File: src/rtl/hazard_ctrl.sv
// ---------------------------------------------------------------------------
// hazard_ctrl
// Pipeline hazard controller for the 5-stage RISC-V core.
//
// Looks at the ID-stage operand fields, the EX-stage outputs of the ID/EX
// register and the data-memory handshake. It drives stall/flush controls for
// the PC, IF/ID, ID/EX and EX/MEM registers, tracks data-memory wait states
// with a watchdog, and keeps saturating stall/flush performance counters.
//
// Ports
//   clk, rst_n                  core clock, async active-low reset
//   id_rs1/id_rs2, *_used       source registers of the instruction in ID
//   ex_rd, ex_RegWEn, ex_MemRead destination/control of the instruction in EX
//   ex_PCSel                    taken branch/jump resolved in EX
//   mem_req, mem_ready          data-memory handshake of the MEM stage
//   clr_cnt                     synchronous clear of both perf counters
//   pc_stall .. ex_mem_stall    combinational pipeline controls
//   mem_timeout                 sticky watchdog flag (cleared by rst_n only)
//   stall_cnt, flush_cnt        saturating performance counters
// ---------------------------------------------------------------------------
module hazard_ctrl #(
    parameter int CNT_W       = 16,
    parameter int MEM_TIMEOUT = 255,
    parameter int TO_W        = 8
) (
    input  logic             clk,
    input  logic             rst_n,
    input  logic [4:0]       id_rs1,
    input  logic [4:0]       id_rs2,
    input  logic             id_rs1_used,
    input  logic             id_rs2_used,
    input  logic [4:0]       ex_rd,
    input  logic             ex_RegWEn,
    input  logic             ex_MemRead,
    input  logic             ex_PCSel,
    input  logic             mem_req,
    input  logic             mem_ready,
    input  logic             clr_cnt,
    output logic             pc_stall,
    output logic             if_id_stall,
    output logic             if_id_flush,
    output logic             id_ex_stall,
    output logic             id_ex_flush,
    output logic             ex_mem_stall,
    output logic             mem_timeout,
    output logic [CNT_W-1:0] stall_cnt,
    output logic [CNT_W-1:0] flush_cnt
);

    typedef enum logic [0:0] {
        ST_RUN  = 1'b0,
        ST_WAIT = 1'b1
    } state_e;

    localparam logic [TO_W-1:0]  WAIT_MAX = {TO_W{1'b1}};
    localparam logic [TO_W-1:0]  TO_LIM   = TO_W'(MEM_TIMEOUT);
    localparam logic [TO_W-1:0]  WAIT_ONE = {{(TO_W-1){1'b0}}, 1'b1};
    localparam logic [CNT_W-1:0] CNT_MAX  = {CNT_W{1'b1}};
    localparam logic [CNT_W-1:0] CNT_ONE  = {{(CNT_W-1){1'b0}}, 1'b1};

    // Saturating increment: holds at all-ones instead of wrapping.
    function automatic logic [CNT_W-1:0] sat_inc(input logic [CNT_W-1:0] v);
        logic [CNT_W-1:0] r;
        if (v == CNT_MAX) begin
            r = v;
        end else begin
            r = v + CNT_ONE;
        end
        return r;
    endfunction

    state_e           state_q, state_d;
    logic [TO_W-1:0]  wait_cnt_q, wait_cnt_d;
    logic             mem_timeout_q, mem_timeout_d;
    logic [CNT_W-1:0] stall_cnt_q, stall_cnt_d;
    logic [CNT_W-1:0] flush_cnt_q, flush_cnt_d;

    logic freeze_s;
    logic branch_s;
    logic src_hit_s;
    logic loaduse_s;

    // Hazard classification; freeze dominates branch, branch dominates load-use.
    always_comb begin
        freeze_s  = mem_req & ~mem_ready;
        branch_s  = ~freeze_s & ex_PCSel;
        src_hit_s = (id_rs1_used & (id_rs1 == ex_rd)) |
                    (id_rs2_used & (id_rs2 == ex_rd));
        loaduse_s = ~freeze_s & ~ex_PCSel & ex_MemRead & ex_RegWEn &
                    (ex_rd != 5'd0) & src_hit_s;
    end

    // Pipeline controls: purely combinational so they act in the same cycle,
    // including while rst_n is asserted.
    always_comb begin
        pc_stall     = 1'b0;
        if_id_stall  = 1'b0;
        if_id_flush  = 1'b0;
        id_ex_stall  = 1'b0;
        id_ex_flush  = 1'b0;
        ex_mem_stall = 1'b0;
        if (freeze_s) begin
            pc_stall     = 1'b1;
            if_id_stall  = 1'b1;
            id_ex_stall  = 1'b1;
            ex_mem_stall = 1'b1;
        end else if (branch_s) begin
            if_id_flush  = 1'b1;
            id_ex_flush  = 1'b1;
        end else if (loaduse_s) begin
            // One bubble into EX; next cycle re-evaluates with the bubble in EX.
            pc_stall     = 1'b1;
            if_id_stall  = 1'b1;
            id_ex_flush  = 1'b1;
        end else begin
            pc_stall     = 1'b0;
        end
    end

    // Memory-wait FSM next state and watchdog counter.
    always_comb begin
        state_d    = state_q;
        wait_cnt_d = wait_cnt_q;
        case (state_q)
            ST_RUN: begin
                if (freeze_s) begin
                    state_d    = ST_WAIT;
                    wait_cnt_d = WAIT_ONE;
                end else begin
                    state_d    = ST_RUN;
                    wait_cnt_d = {TO_W{1'b0}};
                end
            end
            ST_WAIT: begin
                if (!freeze_s) begin
                    state_d    = ST_RUN;
                    wait_cnt_d = {TO_W{1'b0}};
                end else if (wait_cnt_q != WAIT_MAX) begin
                    wait_cnt_d = wait_cnt_q + WAIT_ONE;
                end else begin
                    wait_cnt_d = wait_cnt_q;
                end
            end
            default: begin
                state_d    = ST_RUN;
                wait_cnt_d = {TO_W{1'b0}};
            end
        endcase
        // Flag is only an indication; it never releases the freeze.
        mem_timeout_d = mem_timeout_q |
                        ((state_q == ST_WAIT) && (wait_cnt_q == TO_LIM));
    end

    // Performance counters; clear has priority over increment.
    always_comb begin
        if (clr_cnt) begin
            stall_cnt_d = {CNT_W{1'b0}};
            flush_cnt_d = {CNT_W{1'b0}};
        end else begin
            stall_cnt_d = pc_stall    ? sat_inc(stall_cnt_q) : stall_cnt_q;
            flush_cnt_d = if_id_flush ? sat_inc(flush_cnt_q) : flush_cnt_q;
        end
    end

    // State registers for FSM, watchdog and counters.
    always_ff @(posedge clk or negedge rst_n) begin
        if (!rst_n) begin
            state_q       <= ST_RUN;
            wait_cnt_q    <= {TO_W{1'b0}};
            mem_timeout_q <= 1'b0;
            stall_cnt_q   <= {CNT_W{1'b0}};
            flush_cnt_q   <= {CNT_W{1'b0}};
        end else begin
            state_q       <= state_d;
            wait_cnt_q    <= wait_cnt_d;
            mem_timeout_q <= mem_timeout_d;
            stall_cnt_q   <= stall_cnt_d;
            flush_cnt_q   <= flush_cnt_d;
        end
    end

    assign mem_timeout = mem_timeout_q;
    assign stall_cnt   = stall_cnt_q;
    assign flush_cnt   = flush_cnt_q;

endmodule

File: config.mk
export PLATFORM = sky130hd
export DESIGN_NAME = hazard_ctrl
export DESIGN_NICKNAME = d
export VERILOG_FILES = /design/src/rtl/hazard_ctrl.sv
export SDC_FILE = /design/constraint.sdc
export NUM_CORES = 1
export LEC_CHECK = 0
export ABC_AREA = 1
export CAP_MARGIN = 15
export CORE_MARGIN = 8
export CORE_UTILIZATION = 54
export CTS_BUF_LIST = sky130_fd_sc_hd__clkbuf_16
export DETAILED_ROUTE_END_ITERATION = 6
export PLACE_DENSITY = 0.81
export SYNTH_ARGS = -nofsm -noshare
export SYNTH_HDL_FRONTEND = slang
export SYNTH_SLANG_ARGS = --single-unit
File: constraint.sdc
create_clock -name clk -period 3.6 [get_ports clk]
set_input_delay 0.72 -clock clk [delete_from_list [all_inputs] [get_ports clk]]
set_output_delay 0.72 -clock clk [all_outputs]
set_load 0.02 [all_outputs]
# --- Yosys cells after proc, flatten, opt, wreduce, memory -nomap -nowiden ---
# Cells that the tools add are included.
word_totals:
  wordCells: 56
  output_inout_bits: 39
  inputBits: 25
  regBits: 42
classes:
  mux: 18
  n_bitwise: 15
  n_addsub: 3
  reduce_logical: 6
  eq_ne: 9
op_table:
  columns: ["operator", "count"]
  rows:
  - ["16-bit 2-to-1 mux", 6]
  - ["16-bit by 1-bit adder with 16-bit output (second input constant)", 2]
  - ["16-bit == test (second input constant)", 2]
  - ["8-bit 2-to-1 mux", 2]
  - ["8-bit case mux with 2 select lines", 1]
  - ["5-bit == test", 2]
  - ["1-bit bitwise AND", 9]
  - ["1-bit 2-to-1 mux", 9]
  - ["8-bit by 1-bit adder with 8-bit output (second input constant)", 1]
  - ["8-bit == test (second input constant)", 1]
  - ["8-bit inequality test (second input constant)", 1]
  - ["5-bit nonzero test", 1]
  - ["2-bit inequality test (second input constant)", 2]
  - ["1-bit inverter", 4]
  - ["2-bit AND reduction", 2]
  - ["2-bit nonzero test", 2]
  - ["3-bit by 2-bit inequality test with 1-bit output (second input constant)", 1]
  - ["1-bit OR", 2]
  - ["1-bit logical AND", 1]

# --- Depth between registers and ports, before layout ---
logic_depth:
  ltp_word: 13
  ltp_mapped: 12
  depth_no_buf: 11

# --- Worst setup path before layout ---
# Ideal clock, no wire load.
synth_path:
  path_type: "input port to output port"
  from: "input mem_req"
  to: "output pc_stall"
  required_time_ns: 2.880
  stages: 8
  n_path_buf: 2
  arrival_ns: 1.668
  setup_slack_ns: 1.212
  cell_sequence: "inv_1 -> or2_1 -> buf_2 -> nand4_1 -> nor2_1 -> nand2_1 -> nand2_2 -> buf_4"
synth_between:
  elab_chain_cells: 10
  word_cells_on_any_way: 11
  classes_between: "3 x mux; 8 x bitwise"
synth_rtl:
  columns: ["element", "line_no", "rtl"]
  rows:
  - ["start: declaration", "36", "input logic mem_req,"]
  - ["1-bit bitwise AND (*)", "85", "freeze_s = mem_req & ~mem_ready;"]
  - ["1-bit inverter", "86, 89", null]
  - ["1-bit bitwise AND (4 in series)", "89", "loaduse_s = ~freeze_s & ~ex_PCSel & ex_MemRead & ex_RegWEn &"]
  - ["1-bit bitwise AND", "90", "(ex_rd != 5'd0) & src_hit_s;"]
  - ["1-bit 2-to-1 mux (2 in series)", null, null]
  - ["1-bit 2-to-1 mux (*)", null, null]
  - ["end: declaration", "39", "output logic pc_stall,"]
# Every way passes the cells marked *; elsewhere a longest branch is shown, timed or not.

# --- Worst setup path after layout ---
layout_path:
  from: "input ex_rd[4]"
  to: "output pc_stall"
layout_between:
  elab_chain_cells: 7
  word_cells_on_any_way: 11
  classes_between: "2 x eq/ne; 3 x mux; 5 x bitwise; 1 x reduce/logical"
layout_rtl:
  columns: ["element", "line_no", "rtl"]
  rows:
  - ["start: declaration", "32", "input logic [4:0] ex_rd,"]
  - ["5-bit == test, on equally long branches", "87, 88", null]
  - ["1-bit bitwise AND, on equally long branches", "87, 88", null]
  - ["1-bit OR", "87", "src_hit_s = (id_rs1_used & (id_rs1 == ex_rd)) |"]
  - ["1-bit bitwise AND (*)", "90", null]
  - ["1-bit 2-to-1 mux (*)", "110", "end else if (loaduse_s) begin"]
  - ["1-bit 2-to-1 mux (*)", "107", "end else if (branch_s) begin"]
  - ["1-bit 2-to-1 mux (*)", "102", "if (freeze_s) begin"]
# Marked as above.

==> results.md <==
- Clock buffer depth: 2
- Detailed Route Iter0 Violations: 166
- Core area: 5040 um^2
- Root Buffer: clkbuf_16
- Pint: 862 uW
- CTS tree: yes
- CTS resizes: 0
- Peak supply drop: 0.228 mV
- Slowest library cell on the worst path: clkdlybuf4s50_1
- ANT cells: 0
- Cells after Synth: 398
- Worst-Margin Slew: 0.955 ns
- FF-to-FF End: flush_cnt[1]$_DFFE_PN0P_
- Num CTS Buffers: 5
- Clock slew at reported path FFs: 0.06 ns
- Gr usage total: 20.8%
- Crit path max-delay family: buffers and inverters
- Top_reg_cell synth: dfrtp_1
- Initial Utilization: 55.0%
- Max_cap viols: 0
- Layout cells sized above 1: 5.86%
- Fin Clk Skew: 0.00630 ns
- Comb pwr share: 12.1%
- Final Cycle Share: 92.1%
- DR vias/cell: 5.36
- Synth cell types: 33
- Syn Area/Cell: 6.97 um^2
- Total Routed Length: 7.68 mm
- Port Buffers: 63
- Pin count of the biggest net entering global routing: 43
- Crit path DAT: 2.59 ns
- Nets: 488
- Design Area, Final: 3610 um^2
- Total negative slack: 0 ns
- Syn Nets: 426
- Worst EP required: 2.88 ns
- # clock sinks: 42
- CP max stage delay: 0.64 ns
- CP endpoint kind: output pin
- RSZ-0062 raised after global routing: no
- Total congestion overflow: 0
- Status: complete, no violations
- R2R Path Start: flush_cnt[0]$_DFFE_PN0P_
- Min Clock Period, post-route: 3.31 ns
- Drt wl/cell: 14.5 um
- Vias in the first global route: 2725
- I/O pin total: 64
- Flop and latch count out of synthesis: 42
- Final setup vio count: 0
- Crit path capture: pc_stall
- R2r setup slk: 1.50 ns
- Reg2Reg Depth: 7
- Placed Area: 3450 um^2
- Initial antenna violation count: 0
- CTS H-tree lvls: 2
- Mapped Area: 2770 um^2
- Post-CTS Setup Inserts: 0
- Hold buffers post-CTS: 0
- Commonest non-fill, non-tap cell in the layout: nand2_1
- CP cell instances: clkdlybuf4s50_1 -> inv_2 -> nand2_1 -> nand2_1 -> nor2_1 -> nand3_1 -> nand2_1 -> nand2_1 -> nand2_2 -> clkdlybuf4s50_1
- Area contributors post-synth: dfrtp_1 38%, nand2_1 15%, nand3_1 9.6%
- Routed Antenna Nets: 0
- Row count: 26
- Pwr Total: 1140 uW
- Seq/Total Area, Yosys: 37.9%
- Sw power: 276 uW
- First-pass GRT wire length: 12.8 mm
- Highest clock rate: 302 MHz
- Detailed Place HPWL: 5.55 mm
- Chip Height: 87.7 um
- Die Width: 87.7 um
- Skew-Pair Late Insertion Delay: 0.28 ns
- Clk pwr share: 44.9%
- 1st-pass router iterations: 4
- Final hold violations: 0
- Crit Path Class: input pin to output pin
- Instance count on the critical path: 10
- Worst-path fanout max: 5
- Number of enable flip-flop cells after synthesis: 0
- RePlAce Congestion: 0.911
- Worst Path Buf+Inv: 3
- Hold Crit Class: register to register
- Slew Viols, Final: 0
- Area growth syn-to-layout: 30.3%
- Most used cell along the critical path: nand2_1
- CP startpoint kind: input pin
- Yosys top cell area share: 37.9%
- Drt drc: 0
- Sw Share: 24.3%
- Critical path origin: ex_rd[4]
- Max_slew headroom: 36.4%
- Dominant cell type by area after synthesis: dfrtp_1
- Synth Warn #: 0
- Routed via count: 2847
- Fillcell total: 422
- Die ar.: 7680 um^2
- Async SR Flop Fraction: 100%
- Leak pwr: 0.00165 uW
- Most frequent cells in the layout: 113 x nand2_1, 62 x clkdlybuf4s50_1, 55 x nor2_1, 53 x nand3_1, 42 x dfrtp_1
- Pwr per Cell Area: 315 nW/um^2
- Sequential Power Share: 42.9%
-- flip-flops by register name (all words and copies together), names as in the netlist --
signal / cells
mem_timeout: 1
wait_cnt_q: 8
stall_cnt: 16
flush_cnt: 16
state_q: 1
-- routing by layer --
metal	share of wire (%)	global-route usage (%)	routed length [um]	vias to the layer above
li1	-	-	-	1421
met1	42	25.2	3250	1334
met2	52	36.9	3980	84
met3	4.7	3.94	364	8
met4	1.2	4.84	92	0
met5	0	0	0	-
-- per-stage QoR --
stage	std cells	hold slack, ns	worst slack [ns]	utilization [%]
after CTS	531	0.476	0.296	71.7
after detailed placement	523	0.457	0.303	68.4
after global placement	523	0.456	0.347	68.4
final	531	0.472	0.286	71.7
after floorplan	398	0.424	1.21	-
after global routing	531	0.517	0.153	71.7
-- power by group through the flow --
stage,Clock (uW),Combinational (uW),Sequential (uW)
2_1_floorplan,0,61.5,502
3_3_place_gp,0,136,496
3_5_place_dp,0,138,497
4_1_cts,514,139,488
5_1_grt,535,153,489
6_report,511,138,488
-- Yosys cell counts (2+ instances only) --
cell type  instances
a21oi_1            4
a22oi_1            3
buf_2              3
buf_4              2
clkbuf_1           5
dfrtp_1           42
ha_1               3
inv_1             36
inv_2              3
nand2_1          113
nand2_2            2
nand3_1           53
nand3b_1           2
nand4_1           13
nor2_1            55
nor2_2             3
nor3_1             4
nor3_2             2
o21ai_0            7
o21ai_1            6
o22ai_1            2
o31ai_1            6
or2_2              2
xnor2_1            5
xor2_1            14
-- cell families after synthesis --
group / share of synthesized area [%]
compound gates: 6.45
xor+xnor: 6.00
fa+ha+maj: 1.35
buf+inv: 7.45
flops: 37.9
simple gates: 40.8
-- how the worst min path moves through the flow --
stage	from	to	slack [ns]	cells after the start
final	mem_timeout$_DFF_PN0_	mem_timeout$_DFF_PN0_	0.47	1
after global routing	mem_timeout$_DFF_PN0_	mem_timeout$_DFF_PN0_	0.52	1
after CTS	mem_timeout$_DFF_PN0_	mem_timeout$_DFF_PN0_	0.48	1
after detailed placement	mem_timeout$_DFF_PN0_	mem_timeout$_DFF_PN0_	0.46	1
after global placement	mem_timeout$_DFF_PN0_	mem_timeout$_DFF_PN0_	0.46	1
after floorplan	rst_n	flush_cnt[0]$_DFFE_PN0P_	0.42	0
-- area by class of cell --
| type | count | area, um^2 | area share, % |
|---|---|---|---|
| Clock buffer | 5 | 125 | 3.46 |
| Clock inverter | 3 | 40.0 | 1.11 |
| Inverter | 39 | 146 | 4.05 |
| Multi-Input combinational cell | 306 | 1520 | 41.9 |
| Sequential cell | 42 | 1050 | 29.1 |
| Tap cell | 70 | 87.6 | 2.42 |
| Timing Repair Buffer | 66 | 648 | 17.9 |
(Power assumes the default switching activity.)
